File: src/rtl/jtflane_pcm_fetch_if.sv
// PCM-side request bus and SDRAM slot bus for jtflane_pcm_fetch.
// The fetch engine uses the master modport and its environment uses the slave modport.
interface jtflane_pcm_fetch_if #(
    parameter int unsigned AW = 17
);
    logic [AW-1:0] pcm_addr;
    logic          pcm_rd;
    logic [7:0]    pcm_dout;
    logic          pcm_valid;
    logic [AW-1:0] rom_addr;
    logic          rom_cs;
    logic [7:0]    rom_data;
    logic          rom_ok;

    modport master (
        input  pcm_addr, pcm_rd, rom_data, rom_ok,
        output pcm_dout, pcm_valid, rom_addr, rom_cs
    );

    modport slave (
        output pcm_addr, pcm_rd, rom_data, rom_ok,
        input  pcm_dout, pcm_valid, rom_addr, rom_cs
    );
endinterface

File: src/rtl/jtflane_pcm_fetch.sv
// PCM byte fetcher for an SDRAM slot. It holds a current byte and, when
// JTFLANE_PCM_PREFETCH_EN is defined, a one-byte prefetch of the next address.
module jtflane_pcm_fetch #(
    parameter int unsigned AW    = 17,
    parameter int unsigned GUARD = 1
) (
    input  logic                 clk,
    input  logic                 rst,
    jtflane_pcm_fetch_if.master  bus
);
    localparam int unsigned   GW    = $clog2(GUARD + 2);
    localparam logic [GW-1:0] GLOAD = GW'(GUARD);

`ifdef JTFLANE_PCM_PREFETCH_EN
    typedef enum logic [1:0] {StIdle, StFetch, StPref} state_t;
`else
    typedef enum logic [1:0] {StIdle, StFetch} state_t;
`endif

    state_t        r_state, w_state;
    logic [AW-1:0] r_cur_addr, w_cur_addr;
    logic [7:0]    r_cur_data, w_cur_data;
    logic          r_cur_vld, w_cur_vld;
    logic [AW-1:0] r_rom_addr, w_rom_addr;
    logic          r_rom_cs, w_rom_cs;
    logic [GW-1:0] r_guard, w_guard;
`ifdef JTFLANE_PCM_PREFETCH_EN
    logic [AW-1:0] r_pre_addr, w_pre_addr;
    logic [7:0]    r_pre_data, w_pre_data;
    logic          r_pre_vld, w_pre_vld;
`endif

    logic w_hit_cur;
    logic w_ok;
    logic w_miss;

    assign w_hit_cur = r_cur_vld && (bus.pcm_addr == r_cur_addr);
    // rom_ok only counts once the guard window after the last rom_addr load has expired
    assign w_ok      = r_rom_cs && (r_guard == '0) && bus.rom_ok;

    always_comb begin
        w_state    = r_state;
        w_cur_addr = r_cur_addr;
        w_cur_data = r_cur_data;
        w_cur_vld  = r_cur_vld;
        w_rom_addr = r_rom_addr;
        w_rom_cs   = r_rom_cs;
        w_guard    = (r_guard != '0) ? r_guard - GW'(1) : r_guard;
        w_miss     = 1'b0;
`ifdef JTFLANE_PCM_PREFETCH_EN
        w_pre_addr = r_pre_addr;
        w_pre_data = r_pre_data;
        w_pre_vld  = r_pre_vld;
`endif

        case (r_state)
            StIdle: begin
                if (bus.pcm_rd && !w_hit_cur) begin
`ifdef JTFLANE_PCM_PREFETCH_EN
                    if (r_pre_vld && (bus.pcm_addr == r_pre_addr)) begin
                        w_cur_addr = r_pre_addr;
                        w_cur_data = r_pre_data;
                        w_cur_vld  = 1'b1;
                        w_pre_vld  = 1'b0;
                        w_rom_addr = r_pre_addr + AW'(1);
                        w_rom_cs   = 1'b1;
                        w_guard    = GLOAD;
                        w_state    = StPref;
                    end else begin
                        w_miss = 1'b1;
                    end
`else
                    w_miss = 1'b1;
`endif
                end
            end

            StFetch: begin
                if (bus.pcm_rd && (bus.pcm_addr != r_rom_addr)) begin
                    w_miss = 1'b1;
                end else if (w_ok) begin
                    w_cur_data = bus.rom_data;
                    w_cur_vld  = 1'b1;
`ifdef JTFLANE_PCM_PREFETCH_EN
                    w_rom_addr = r_rom_addr + AW'(1);
                    w_guard    = GLOAD;
                    w_state    = StPref;
`else
                    w_rom_cs   = 1'b0;
                    w_state    = StIdle;
`endif
                end
            end

`ifdef JTFLANE_PCM_PREFETCH_EN
            StPref: begin
                if (bus.pcm_rd && !w_hit_cur) begin
                    if (bus.pcm_addr != r_rom_addr) begin
                        w_miss = 1'b1;
                    end else if (w_ok) begin
                        // requested byte arrives this cycle: serve it and prefetch the next one
                        w_cur_addr = bus.pcm_addr;
                        w_cur_data = bus.rom_data;
                        w_cur_vld  = 1'b1;
                        w_rom_addr = bus.pcm_addr + AW'(1);
                        w_guard    = GLOAD;
                    end else begin
                        // keep the in-flight access and its guard progress
                        w_cur_addr = bus.pcm_addr;
                        w_cur_vld  = 1'b0;
                        w_state    = StFetch;
                    end
                end else if (w_ok) begin
                    w_pre_addr = r_rom_addr;
                    w_pre_data = bus.rom_data;
                    w_pre_vld  = 1'b1;
                    w_rom_cs   = 1'b0;
                    w_state    = StIdle;
                end
            end
`endif

            default: begin
                w_rom_cs = 1'b0;
                w_state  = StIdle;
            end
        endcase

        if (w_miss) begin
            w_cur_addr = bus.pcm_addr;
            w_cur_vld  = 1'b0;
            w_rom_addr = bus.pcm_addr;
            w_rom_cs   = 1'b1;
            w_guard    = GLOAD;
            w_state    = StFetch;
`ifdef JTFLANE_PCM_PREFETCH_EN
            w_pre_vld  = 1'b0;
`endif
        end
    end

    always_ff @(posedge clk or posedge rst) begin
        if (rst) begin
            r_state    <= StIdle;
            r_cur_addr <= '0;
            r_cur_data <= '0;
            r_cur_vld  <= 1'b0;
            r_rom_addr <= '0;
            r_rom_cs   <= 1'b0;
            r_guard    <= '0;
`ifdef JTFLANE_PCM_PREFETCH_EN
            r_pre_addr <= '0;
            r_pre_data <= '0;
            r_pre_vld  <= 1'b0;
`endif
        end else begin
            r_state    <= w_state;
            r_cur_addr <= w_cur_addr;
            r_cur_data <= w_cur_data;
            r_cur_vld  <= w_cur_vld;
            r_rom_addr <= w_rom_addr;
            r_rom_cs   <= w_rom_cs;
            r_guard    <= w_guard;
`ifdef JTFLANE_PCM_PREFETCH_EN
            r_pre_addr <= w_pre_addr;
            r_pre_data <= w_pre_data;
            r_pre_vld  <= w_pre_vld;
`endif
        end
    end

    assign bus.pcm_dout  = r_cur_data;
    assign bus.pcm_valid = r_cur_vld;
    assign bus.rom_addr  = r_rom_addr;
    assign bus.rom_cs    = r_rom_cs;
endmodule
File: src/flat_wrapper.sv
// flat-port wrapper written by rule: the top's interface ports become plain ports
module jtflane_pcm_fetch_flat 
#(
    parameter int unsigned AW    = 17,
    parameter int unsigned GUARD = 1
)
  (clk, rst, bus_pcm_addr, bus_pcm_rd, bus_rom_data, bus_rom_ok, bus_pcm_dout, bus_pcm_valid, bus_rom_addr, bus_rom_cs);
  jtflane_pcm_fetch_if #(.AW(AW)) bus_i ();
  input  logic clk;
  input  logic rst;
  input wire logic [$bits(bus_i.pcm_addr)-1:0] bus_pcm_addr;
  input wire logic [$bits(bus_i.pcm_rd)-1:0] bus_pcm_rd;
  input wire logic [$bits(bus_i.rom_data)-1:0] bus_rom_data;
  input wire logic [$bits(bus_i.rom_ok)-1:0] bus_rom_ok;
  output wire logic [$bits(bus_i.pcm_dout)-1:0] bus_pcm_dout;
  output wire logic [$bits(bus_i.pcm_valid)-1:0] bus_pcm_valid;
  output wire logic [$bits(bus_i.rom_addr)-1:0] bus_rom_addr;
  output wire logic [$bits(bus_i.rom_cs)-1:0] bus_rom_cs;
  assign bus_i.pcm_addr = bus_pcm_addr;
  assign bus_i.pcm_rd = bus_pcm_rd;
  assign bus_i.rom_data = bus_rom_data;
  assign bus_i.rom_ok = bus_rom_ok;
  assign bus_pcm_dout = bus_i.pcm_dout;
  assign bus_pcm_valid = bus_i.pcm_valid;
  assign bus_rom_addr = bus_i.rom_addr;
  assign bus_rom_cs = bus_i.rom_cs;
  jtflane_pcm_fetch #(.AW(AW), .GUARD(GUARD)) u_core (.clk(clk), .rst(rst), .bus(bus_i));
endmodule
File: config.mk
export PLATFORM = sky130hd
export DESIGN_NAME = jtflane_pcm_fetch_flat
export DESIGN_NICKNAME = d
export VERILOG_FILES = /design/src/rtl/jtflane_pcm_fetch_if.sv /design/src/rtl/jtflane_pcm_fetch.sv /design/src/flat_wrapper.sv
export SDC_FILE = /design/constraint.sdc
export NUM_CORES = 1
export LEC_CHECK = 0
export ABC_AREA = 1
export BUFFER_PORTS_ARGS = -buffer_cell sky130_fd_sc_hd__buf_2
export CORE_ASPECT_RATIO = 0.7
export CORE_MARGIN = 2
export CORE_UTILIZATION = 35
export DETAILED_ROUTE_END_ITERATION = 6
export HOLD_SLACK_MARGIN = 0.08
export PLACE_DENSITY_LB_ADDON = 0.3
export SLEW_MARGIN = 20
export SYNTH_ARGS = -nofsm -noshare
export SYNTH_HDL_FRONTEND = slang
export SYNTH_SLANG_ARGS = --single-unit
File: constraint.sdc
create_clock -name clk -period 4.52 [get_ports clk]
set_input_delay 0.452 -clock clk [delete_from_list [all_inputs] [get_ports clk]]
set_output_delay 0.452 -clock clk [all_outputs]
set_load 0.05 [all_outputs]
Word-level counts from Yosys, hierarchy flattened
Index checks and enable logic that the tools add are counted.
- flip-flop bits (word level): 31
- word-level logic and storage cells: 47
- $add $sub $neg: 1
- equal/unequal tests: 7
- mux-type cells: 17
- bitwise operators: 1
- reduce and logical (&&, ||, !) cells: 15
- operators with widths (operator ; number):
    equality test 17 bit ; 1
    inequality test 17 bit ; 1
    two-way mux 2 bit ; 5
    two-way mux 1 bit ; 9
    AND reduction 3 bit ; 3
    nonzero test 2 bit ; 4
    logical AND 1 bit ; 5
    logical NOT 2 bit ; 2
    inequality test 2 x 1 -> 1 bit, second input constant ; 2
    case mux 1 bit (2 select lines) ; 2
    case mux 2 bit (2 select lines) ; 1
    inequality test 3 x 1 -> 1 bit, second input constant ; 1
    inequality test 3 x 2 -> 1 bit, second input constant ; 1
    equality test 2 x 1 -> 1 bit, second input constant ; 1
    subtractor 2 x 1 -> 2 bit, second input constant ; 1
    logical NOT 1 bit ; 1
    NOT 1 bit ; 1

Logic depth before layout (Yosys ltp)
- word-level depth: 8
- depth in mapped cells: 12
- gate-level depth less buffers: 11

Least setup slack after synthesis
OpenSTA, ideal clock, no wires.
- kind: register -> register
- start point: register u_core.r_rom_addr[6], in the netlist u_core.bus.rom_addr[6]
- end point: register u_core.r_rom_addr[0], in the netlist u_core.bus.rom_addr[0]
- setup time: 0.119 ns
- data arrival time: 1.570 ns
- required time: 4.401 ns
- path slack: 2.832 ns
- stages on the path, launching flop included: 13
- buffers on the path: 1
- period minus slack after synthesis: 1.688 ns
- cell sequence: dfrtp_1 -> inv_1 -> nand2_1 -> nand2_1 -> nor2_1 -> nand2_1 -> nor2_1 -> nand3_1 -> nand2_2 -> nand2_2 -> buf_2 -> nand2_1 -> nand2_1
- cells in the longest elaborated chain, start to end: 6
- RTL lines (element ; line ; text):
    start, declared ; jtflane_pcm_fetch.sv:24 ; logic [AW-1:0] r_rom_addr, w_rom_addr;
    start signal, assigned ; jtflane_pcm_fetch.sv:161 ; r_rom_addr <= w_rom_addr;
    equality test 17 bit ; -- ;
    logical AND 1 bit ; -- ;
    logical NOT 1 bit ; -- ;
    logical AND 1 bit ; -- ;
    two-way mux 1 bit ; -- ;
    case mux 1 bit (2 select lines) (*) ; jtflane_pcm_fetch.sv:56 ; case (r_state)
Mark *: on every way between the ends. The rest lies on a longest branch, timed or not.
A chain may end at the register's enable or synchronous reset.

Worst setup path after layout
- start point: register u_core.r_rom_addr[16], in the netlist u_core.bus.rom_addr[16]
- end point: register u_core.r_rom_addr[3], in the netlist u_core.bus.rom_addr[3]
The elaborated chain is that of the path after synthesis.

==> run_results.csv <==
group,metric,value,unit
setup_path,cp_slowest_stage_delay,0.42,ns
synth,synth_edf_count,0,
power,power_density,572.4,nW/um^2
finish,diodes,0,
synth,synth.most_common_cell,"nand2_1",
timing,fin_tns_setup,0,ns
placement,gp_congestion,0.7465,
synth,synth_largest_area_cell,"dfrtp_1",
timing,skew,0.007901,ns
synth,synth_top_family_by_area,"simple AND/OR/NAND/NOR gates",
setup_path,end_kind,"flop",
synth,synth_ff_type,"dfrtp_1",
placement,post-dp-hpwl,2.458,mm
global_route,grt_max_degree,30,
global_route,grt_pass1_wl,5.457,mm
setup_path,cp_common_cell,"nor2_1",
detailed_routing,wl,3.384,mm
global_route,grt_pass1_vias,1166,
detailed_routing,vias,1368,
synth,netlist_area,1493,um^2
clocking,clock_latency,0.28,ns
setup_path,worstSetupPathType,"flop to flop",
clocking,cts_hold_buf,0,
setup_path,r2r_slack,2.43,ns
synth,synthMuxAreaShare,0,%
synth,ys_types,15,
timing,finalWorstSetupSlack,2.432,ns
synth,synth.area.top_cells,"dfrtp_1, nand2_1, nand3_1",
synth,yosys.area_share.simple,36.38,%
finish,syn2layout_area_growth,26.49,%
timing,hold_viol_final,0,
finish,final_core_util,46.99,%
setup_path,cp.depth,10,
synth,synth_fa_ha_area_share,0.8382,%
timing,max_freq,479.0,MHz
setup_path,crit_end,"u_core.bus.rom_addr[3]$_DFFE_PP0P_",
global_route,track_usage,15.22,%
clocking,cts-root-buf,"clkbuf_8",
setup_path,worst_setup_path_start_kind,"flop",
clocking,ctsLongestPathBuffers,2,
clocking,htree_num_levels,2,
synth,netlist.area_leader.share,48.62,%
floorplan,fp-row-count,19,
outcome,outcome,"completed",
placement,io_buffers,55,
synth,yosys-top-cells-count,"nand2_1, nand3_1, dfrtp_1",
floorplan,io_pins,56,
detailed_routing,drcViolationCount,0,
clocking,clk_pin_slew,0.07,ns
global_route,antenna_found_initial,0,
synth,syn_area_per_cell,7.426,um^2
synth,synth_compound_area_share,0.3353,%
synth,synth-seq-cells,29,
job,maxCapViolCount,0,
clocking,cts_tree,"done",
finish,nets,287,
placement,placedCellCount,302,
finish,fin_area,1888,um^2
finish,drive_gt1_share,26.36,%
synth,synth_nets,231,
clocking,numCtsBuffers,5,
power,ir_drop,278.5,uV
setup_path,path_max_fanout,29,
setup_path,cp-startpoint,"u_core.bus.rom_addr[16]$_DFFE_PP0P_",
detailed_routing,routedWlPerCell,10.92,um
synth,ys_seq_area_share,48.62,%
synth,syn_inst,201,
timing,final.min_clock_period,2.088,ns
timing,hold_slack,0.2332,ns
timing,finalCritPeriodShare,46.19,%
timing,rsz0062_at_grt,"no",
placement,post-place-ws,2.282,ns
setup_path,reg2reg_from,"u_core.bus.rom_addr[16]$_DFFE_PP0P_",
clocking,cts_num_sinks,29,
setup_path,critPathTopFamily,"simple AND/OR/NAND/NOR gates",
setup_path,crit_buf_inv,0,
floorplan,die_width,82.06,um
timing,report.final.slew_viol_count,0,
min_path,hp-class,"input pin to async pin",
synth,async_reset_ff_share,100.0,%
detailed_routing,ant_nets,0,
clocking,cts_resized,0,
setup_path,cp_cell_sequence,"nor2_1 > nor2_1 > nor2_1 > nand2_1 > nor2_1 > nand3_1 > nand2_2 > nand2_2 > nand2_1 > nand2_1",
power,power.total,1.081,mW
global_route,overflow,0,
detailed_routing,first_iter_violations,94,
setup_path,ff2ff_path_depth,10,
power,p_leak,1.125,nW
detailed_routing,viasPerCell,4.413,
floorplan,die_area,4812,um^2
setup_path,slowest_stage,"nand2_2",
floorplan,core-area,4018,um^2
timing,worst_slew_pin_slew,0.6899,ns
floorplan,die-height,58.64,um
clocking,cts_setup_buffers,0,
placement,placed_cell_area,1787,um^2
floorplan,start_util,37.15,%
synth,synth_warnings,0,
finish,stdcell_count,310,
setup_path,critPathArrivalTime,2.25,ns
timing,maxSlewHeadroom,53.90,%
timing,setup_viol,0,
setup_path,cp_data_required_time,4.69,ns
synth,synth-xor-area-share,4.694,%
detailed_routing,firstDrtPassIters,4,
setup_path,worst_r2r_endpoint,"u_core.bus.rom_addr[3]$_DFFE_PP0P_",
-- report_power, final --
part / internal (mW) / switching [mW] / leakage [nW]
Clock: 0.137 / 0.100 / 0.0542
Combinational: 0.119 / 0.347 / 0.718
Sequential: 0.328 / 0.0484 / 0.353
Total: 0.585 / 0.496 / 1.13
-- worst min path at each step --
stage / start / to / slack (ns) / depth (start not counted)
after global routing: rst / u_core.bus.pcm_dout[3]$_DFFE_PP0P_ / 0.29 / 2
final: rst / u_core.bus.rom_addr[15]$_DFFE_PP0P_ / 0.23 / 2
after floorplan: u_core.r_guard[0]$_DFFE_PP0P_ / u_core.r_guard[0]$_DFFE_PP0P_ / 0.50 / 2
after CTS: bus_pcm_addr[15] / u_core.bus.rom_addr[15]$_DFFE_PP0P_ / 0.38 / 3
after detailed placement: u_core.bus.pcm_dout[0]$_DFFE_PP0P_ / u_core.bus.pcm_dout[0]$_DFFE_PP0P_ / 0.46 / 2
after global placement: u_core.bus.pcm_dout[0]$_DFFE_PP0P_ / u_core.bus.pcm_dout[0]$_DFFE_PP0P_ / 0.45 / 2
-- logic make-up after synthesis --
family	after synthesis
adder cells (fa/ha/maj)	1
AND/OR/NAND/NOR	132
buffers and inverters	30
flip-flops	29
AO/OA/AOI/OAI	1
XOR/XNOR	8
-- per-layer routing --
| layer | GRT usage (%) | up-vias | share of wire [%] |
|---|---|---|---|
| li1 | - | 723 | - |
| met1 | 22.63 | 589 | 52 |
| met2 | 19.86 | 49 | 38 |
| met3 | 4.755 | 7 | 8.3 |
| met4 | 7.143 | 0 | 1.6 |
| met5 | 0 | - | 0 |
-- flip-flops by register name (all words and copies together), names as in the netlist --
| signal | flops |
|---|---|
| u_core.bus.rom_addr | 17 |
| u_core.bus.pcm_dout | 8 |
| u_core.r_guard | 2 |
| u_core.bus.pcm_valid | 1 |
| u_core.r_state | 1 |
-- worst register-to-register path, delay by kind of cell (launching register included) --
kind / cells / cell delay, ns
DFF: 1 / 0.41
and+or+nand+nor: 10 / 1.57
-- placed cells by master (no fill, tap or decap), drive strengths merged --
master,count
a21oi,1
buf,55
clkbuf,7
clkinv,2
dfrtp,29
ha,1
inv,23
nand2,88
nand3,30
nor2,13
or2,1
xnor2,7
xor2,1
-- cell type report --
type / count / area [um^2]
Multi-Input combinational cell: 142 / 630.6
Clock inverter: 1 / 5.005
Fill cell: 425 / 2130
Clock buffer: 7 / 96.34
Timing Repair Buffer: 55 / 275.3
Sequential cell: 29 / 725.7
Inverter: 24 / 90.09
Tap cell: 52 / 65.06
Note: power is estimated with default switching activity, not from simulation.
